File: config.mk
export PLATFORM = sky130hd
export DESIGN_NAME = prop_manager
export DESIGN_NICKNAME = d
export VERILOG_FILES = /design/src/rtl/prop_manager.sv
export SDC_FILE = /design/constraint.sdc
export NUM_CORES = 1
export LEC_CHECK = 0
export CORE_MARGIN = 8
export CORE_UTILIZATION = 40
export DETAILED_ROUTE_END_ITERATION = 6
export GPL_ROUTABILITY_DRIVEN = 0
export PLACE_DENSITY_LB_ADDON = 0.3
export SETUP_SLACK_MARGIN = 0.5
export SKIP_LAST_GASP = 1
export SYNTH_ARGS = -nofsm -noshare
export SYNTH_HDL_FRONTEND = slang
export SYNTH_SLANG_ARGS = --single-unit
File: constraint.sdc
create_clock -name CLK -period 10.9 [get_ports CLK]
set_input_delay 1.09 -clock CLK [delete_from_list [all_inputs] [get_ports CLK]]
set_output_delay 1.09 -clock CLK [all_outputs]
set_load 0.01 [all_outputs]
File: src/rtl/prop_manager.sv
// Prop slot manager: Avalon-written prop slots, tank pickup detection and per-tank effects.
// Optional PROP_LIFETIME_EN: slot lifetimes count down on frame_tick and expire the prop.
module prop_manager #(
    parameter int TANK_NUM    = 2,
    parameter int PROP_NUM    = 4,
    parameter int WIDTH       = 32,
    parameter int HEIGHT      = 32,
    parameter int SPEED_TICKS = 300,
    parameter int ADDR_BASE   = 2087
) (
    input  logic        CLK,
    input  logic        Reset,
    input  logic        frame_tick,
    input  logic [9:0]  tank_x [TANK_NUM],
    input  logic [9:0]  tank_y [TANK_NUM],
    input  logic        AVL_WRITE,
    input  logic [11:0] AVL_ADDR,
    input  logic [31:0] AVL_WRITEDATA,
    output logic [31:0] prop_reg_out [PROP_NUM],
    output logic        cure_pulse [TANK_NUM],
    output logic        speed_active [TANK_NUM],
    output logic [7:0]  pickup_cnt [TANK_NUM]
);
    localparam int CW = $clog2(SPEED_TICKS + 1);

    logic [PROP_NUM-1:0] wr_sel;
    logic [PROP_NUM-1:0] won_any;
    logic [PROP_NUM-1:0] is_cure;
    logic [PROP_NUM-1:0] is_speed;
    logic [PROP_NUM-1:0] hit [TANK_NUM];
    logic [PROP_NUM-1:0] win [TANK_NUM];

    // Lowest-index tank claims each slot; a same-cycle write to the slot blocks any claim.
    always_comb begin : win_arb
        logic [PROP_NUM-1:0] claimed;
        claimed = wr_sel;
        won_any = '0;
        for (int i = 0; i < TANK_NUM; i++) begin
            win[i] = hit[i] & ~claimed;
            won_any = won_any | win[i];
            claimed = claimed | hit[i];
        end
    end

    genvar gi, gj;
    generate
        for (gi = 0; gi < PROP_NUM; gi++) begin : g_slot
            logic [31:0] slot_reg;
            logic [10:0] cx;
            logic [10:0] cy;

            assign wr_sel[gi]       = AVL_WRITE && (AVL_ADDR == 12'(ADDR_BASE + gi));
            assign is_cure[gi]      = (slot_reg[22:21] == 2'd0);
            assign is_speed[gi]     = (slot_reg[22:21] == 2'd1);
            assign cx               = {1'b0, slot_reg[10:1]} + 11'(WIDTH / 2);
            assign cy               = {1'b0, slot_reg[20:11]} + 11'(HEIGHT / 2);
            assign prop_reg_out[gi] = slot_reg;

            for (gj = 0; gj < TANK_NUM; gj++) begin : g_hit
                assign hit[gj][gi] = slot_reg[0]
                    && (cx >= {1'b0, tank_x[gj]}) && (cx < {1'b0, tank_x[gj]} + 11'(WIDTH))
                    && (cy >= {1'b0, tank_y[gj]}) && (cy < {1'b0, tank_y[gj]} + 11'(HEIGHT));
            end

            always_ff @(posedge CLK) begin
                if (!Reset) begin
                    slot_reg <= '0;
                end else if (wr_sel[gi]) begin
                    slot_reg <= AVL_WRITEDATA;
                end else if (won_any[gi]) begin
                    slot_reg[0] <= 1'b0;
`ifdef PROP_LIFETIME_EN
                // Lifetime 0 means the prop never expires.
                end else if (frame_tick && slot_reg[0] && (slot_reg[31:23] != 9'd0)) begin
                    slot_reg[31:23] <= slot_reg[31:23] - 9'd1;
                    if (slot_reg[31:23] == 9'd1) begin
                        slot_reg[0] <= 1'b0;
                    end
`endif
                end
            end
        end

        for (gi = 0; gi < TANK_NUM; gi++) begin : g_tank
            logic [CW-1:0] speed_reg;
            logic          cure_reg;
            logic [7:0]    pickup_reg;
            logic [9:0]    won_total;
            logic [9:0]    cnt_next;

            always_comb begin
                won_total = '0;
                for (int k = 0; k < PROP_NUM; k++) begin
                    won_total = won_total + 10'(win[gi][k]);
                end
            end
            assign cnt_next = 10'(pickup_reg) + won_total;

            always_ff @(posedge CLK) begin
                if (!Reset) begin
                    speed_reg  <= '0;
                    cure_reg   <= 1'b0;
                    pickup_reg <= '0;
                end else begin
                    cure_reg <= |(win[gi] & is_cure);
                    if (|(win[gi] & is_speed)) begin
                        speed_reg <= CW'(SPEED_TICKS);
                    end else if (frame_tick && (speed_reg != '0)) begin
                        speed_reg <= speed_reg - CW'(1);
                    end
                    pickup_reg <= (cnt_next > 10'd255) ? 8'hFF : cnt_next[7:0];
                end
            end

            assign cure_pulse[gi]   = cure_reg;
            assign speed_active[gi] = (speed_reg != '0);
            assign pickup_cnt[gi]   = pickup_reg;
        end
    endgenerate
endmodule

==> key figures <==
Drt
  • Vias per Instance: ~5.7
  • 1st-iter DRT viols: around 1100
  • Antenna Nets Post-Route: 0
  • DR DRC count: 0
  • Initial DRT Pass Iterations: 5
  • Vias: around 13000
  • Routed wire length: 49700 um
  • Routed WL per cell: between 20 and 25 um

Clock network
  • Cts hold-fix bufs: 0
  • Root Buffer: clkbuf_16
  • Worst skew pair latency: about 0.44 ns
  • Post-CTS Setup Bufs: 0
  • CTS Buf Count: 17
  • Post_cts resized: 0
  • Max Buffers Root-to-Sink: 2
  • Worst-path clk slew: approximately 0.07 ns
  • CTS tree: built
  • Htree depth: 4
  • Clock sink count: ~160

Layout
  • Most common cell after layout, fill and taps aside: nand2_1
  • Antenna fix cells: 0
  • Final Cell Area: about 17000 sq um
  • Fillcell total: ~3300
  • Nets: about 2200
  • Layout cells sized above 1: 0.0341
  • Commonest cells after routing, fill and taps aside: 302 x nand2_1, 284 x ha_1, 234 x clkdlybuf4s50_1
  • Fin util: 0.501
  • Area growth, synth to finish: 24.8%
  • Fin cells: 2332
  • Max FFs per register: between 100 and 150

Worst setup path
  • Crit path kind: input pin to flop
  • Crit path DAT: 6.47 ns
  • CP startpoint kind: input pin
  • CP required: 11.21 ns
  • CP max FO: 9
  • Worst r2r src: g_slot[1].slot_reg[15]
  • Reg2reg path depth: 19
  • Worst setup EP type: flop
  • Reg2reg end: g_tank[1].pickup_reg[4]
  • FF-to-FF setup slack: ~5.6 ns

Synth
  • Syn_area_per_cell: around 8.4 sq um
  • Cell Area, Synth: between 10000 and 15000 sq um
  • Syn Inst Count: between 1500 and 2000
  • Post-synthesis sequential area ratio: 0.239
  • Synth Warn #: 0
  • Number of synthesized flops with an enable pin: 0
  • Flops & latches, synth: ~160
  • FFs w/ async S/R, synth: 0
  • Syn_nets: between 2000 and 2500
  • Main synth FF type: dfxtp_1
  • Distinct cells, synth: between 80 and 90

GRT
  • Number of global-route vias before repair: ~13000
  • GR Overflow Total: 0
  • Total track usage: 0.235
  • Largest net degree at the start of global routing: approximately 110
  • Initial antenna violation count: 1
  • First-pass GRT wire length: about 75000 um

Floorplanning
  • I/O Pins: between 200 and 250
  • Die Footprint: ~41000 sq um
  • Core Rows: 68
  • Die H: approximately 200 um
  • Die width: around 200 um
  • Initial Utilization: 0.402
  • Core area: between 30000 and 40000 sq um

Timing
  • Slew HR: 0.281
  • Final Setup Violations: 0
  • Crit path time final: 6.16 ns
  • Tightest Pin Transition: 1.06 ns
  • Period utilization: 0.565
  • Worst-case clock skew: about 0.014 ns
  • Final hold viol count: 0
  • Final Slew Violations: 0
  • FMAX: 162 MHz
  • TNS Setup: 0 ns
  • RSZ-0062 raised after global routing: no

Run
  • Maxcap violations: 0

Place
  • DP HPWL: ~40000 um
  • Port Buffers: 235
  • Dpl cells: 2300
  • Placed Area: between 15000 and 20000 sq um

Hold path
  • Hold path endpoint: g_slot[1].slot_reg[29]
  • Startpoint of the worst hold path: g_slot[1].slot_reg[29]
  • WHS Path Cells: 2
  • Worst hold-check path type: flop to flop

Run status
  • Status: completed

Power
  • Power per Cell Area: 86.5 nW/um^2
  • Worst VDD drop: 0.102 mV
  • Static Leak: roughly 7.3 nW
worst max-delay path by stage:
stage	slack, ns	end	from
floorplan	6.10	g_tank[1].pickup_reg[4]	tank_x[5]
global placement	4.59	g_tank[1].pickup_reg[4]	tank_x[5]
detailed placement	4.39	g_tank[1].pickup_reg[4]	tank_x[5]
CTS	4.84	g_tank[1].pickup_reg[4]	tank_x[5]
global route	4.43	g_tank[1].pickup_reg[4]	tank_x[5]
finish	4.74	g_tank[1].pickup_reg[4]	tank_x[5]
power by group:
part / switching (mW) / internal, mW
sequential: 0.0129 / 0.613
clock: 0.267 / 0.318
combinational: 0.143 / 0.129
total: 0.424 / 1.06
stage by stage:
stage	total power, mW	hold WS, ns	setup slack [ns]
CTS	1.49	0.466	4.84
detailed placement	0.908	0.458	4.39
floorplan	0.808	0.475	6.10
global route	1.55	0.483	4.43
finish	1.48	0.461	4.74
global placement	0.899	0.449	4.59
per-layer routing:
layer,GRT usage,wire (um),vias up
li1,-,-,6371
met1,0.309,21600,6383
met2,0.375,22200,527
met3,0.0585,4400,86
met4,0.0725,1440,2
met5,0,10,-
cell type report:
class,count,area (sq um),share of cell area
Timing Repair Buffer,248,2450,0.143
Sequential cell,164,3280,0.191
Tap cell,455,569,0.0332
Inverter,83,312,0.0182
Clock inverter,13,126,0.00737
Multi-Input combinational cell,1350,9980,0.582
Clock buffer,19,433,0.0252
cell families (layout without fill, tap and decap cells):
family,Yosys count,in the layout,share of synthesized area
fa+ha+maj,290,290,0.267
xor+xnor,62,62,0.0395
compound gates,413,413,0.211
flops,164,164,0.239
simple gates,585,585,0.207
buf+inv,131,363,0.0363
critical path: stages:
cell and delay [ns]:
clkdlybuf4s50_1 0.61, inv_1 0.25, nor3_1 0.33, nand3_1 0.28
ha_1 0.39, a22oi_1 0.16, o2111ai_1 0.14, nor3_1 0.18
o311ai_0 0.15, nor4b_1 0.94, nand2b_1 0.17, nor2_1 0.18
fa_1 0.43, inv_1 0.08, fa_1 0.15, inv_1 0.06
fa_1 0.45, and3_1 0.20, o21ai_0 0.16, a31oi_1 0.06
cells in the mapped netlist (12+ instances only):
| master | number | area, sq um |
|---|---|---|
| a211oi_1 | 21 | 158 |
| nor3_1 | 17 | 85.1 |
| clkbuf_1 | 45 | 169 |
| dfxtp_1 | 164 | 3280 |
| a21oi_1 | 71 | 355 |
| nand2b_1 | 29 | 181 |
| o21a_1 | 15 | 113 |
| nand2_1 | 302 | 1130 |
| nand3_1 | 60 | 300 |
| nand4_1 | 20 | 125 |
| nor4_1 | 12 | 75.1 |
| nor2b_1 | 25 | 156 |
| xor2_1 | 17 | 149 |
| nor2_1 | 42 | 158 |
| xnor2_1 | 45 | 394 |
| o21ai_0 | 47 | 235 |
| inv_1 | 83 | 312 |
| and3_1 | 27 | 169 |
| ha_1 | 284 | 3550 |
| a21o_1 | 27 | 203 |
| a21boi_0 | 136 | 1020 |
Power figures use the tool's default switching activity.
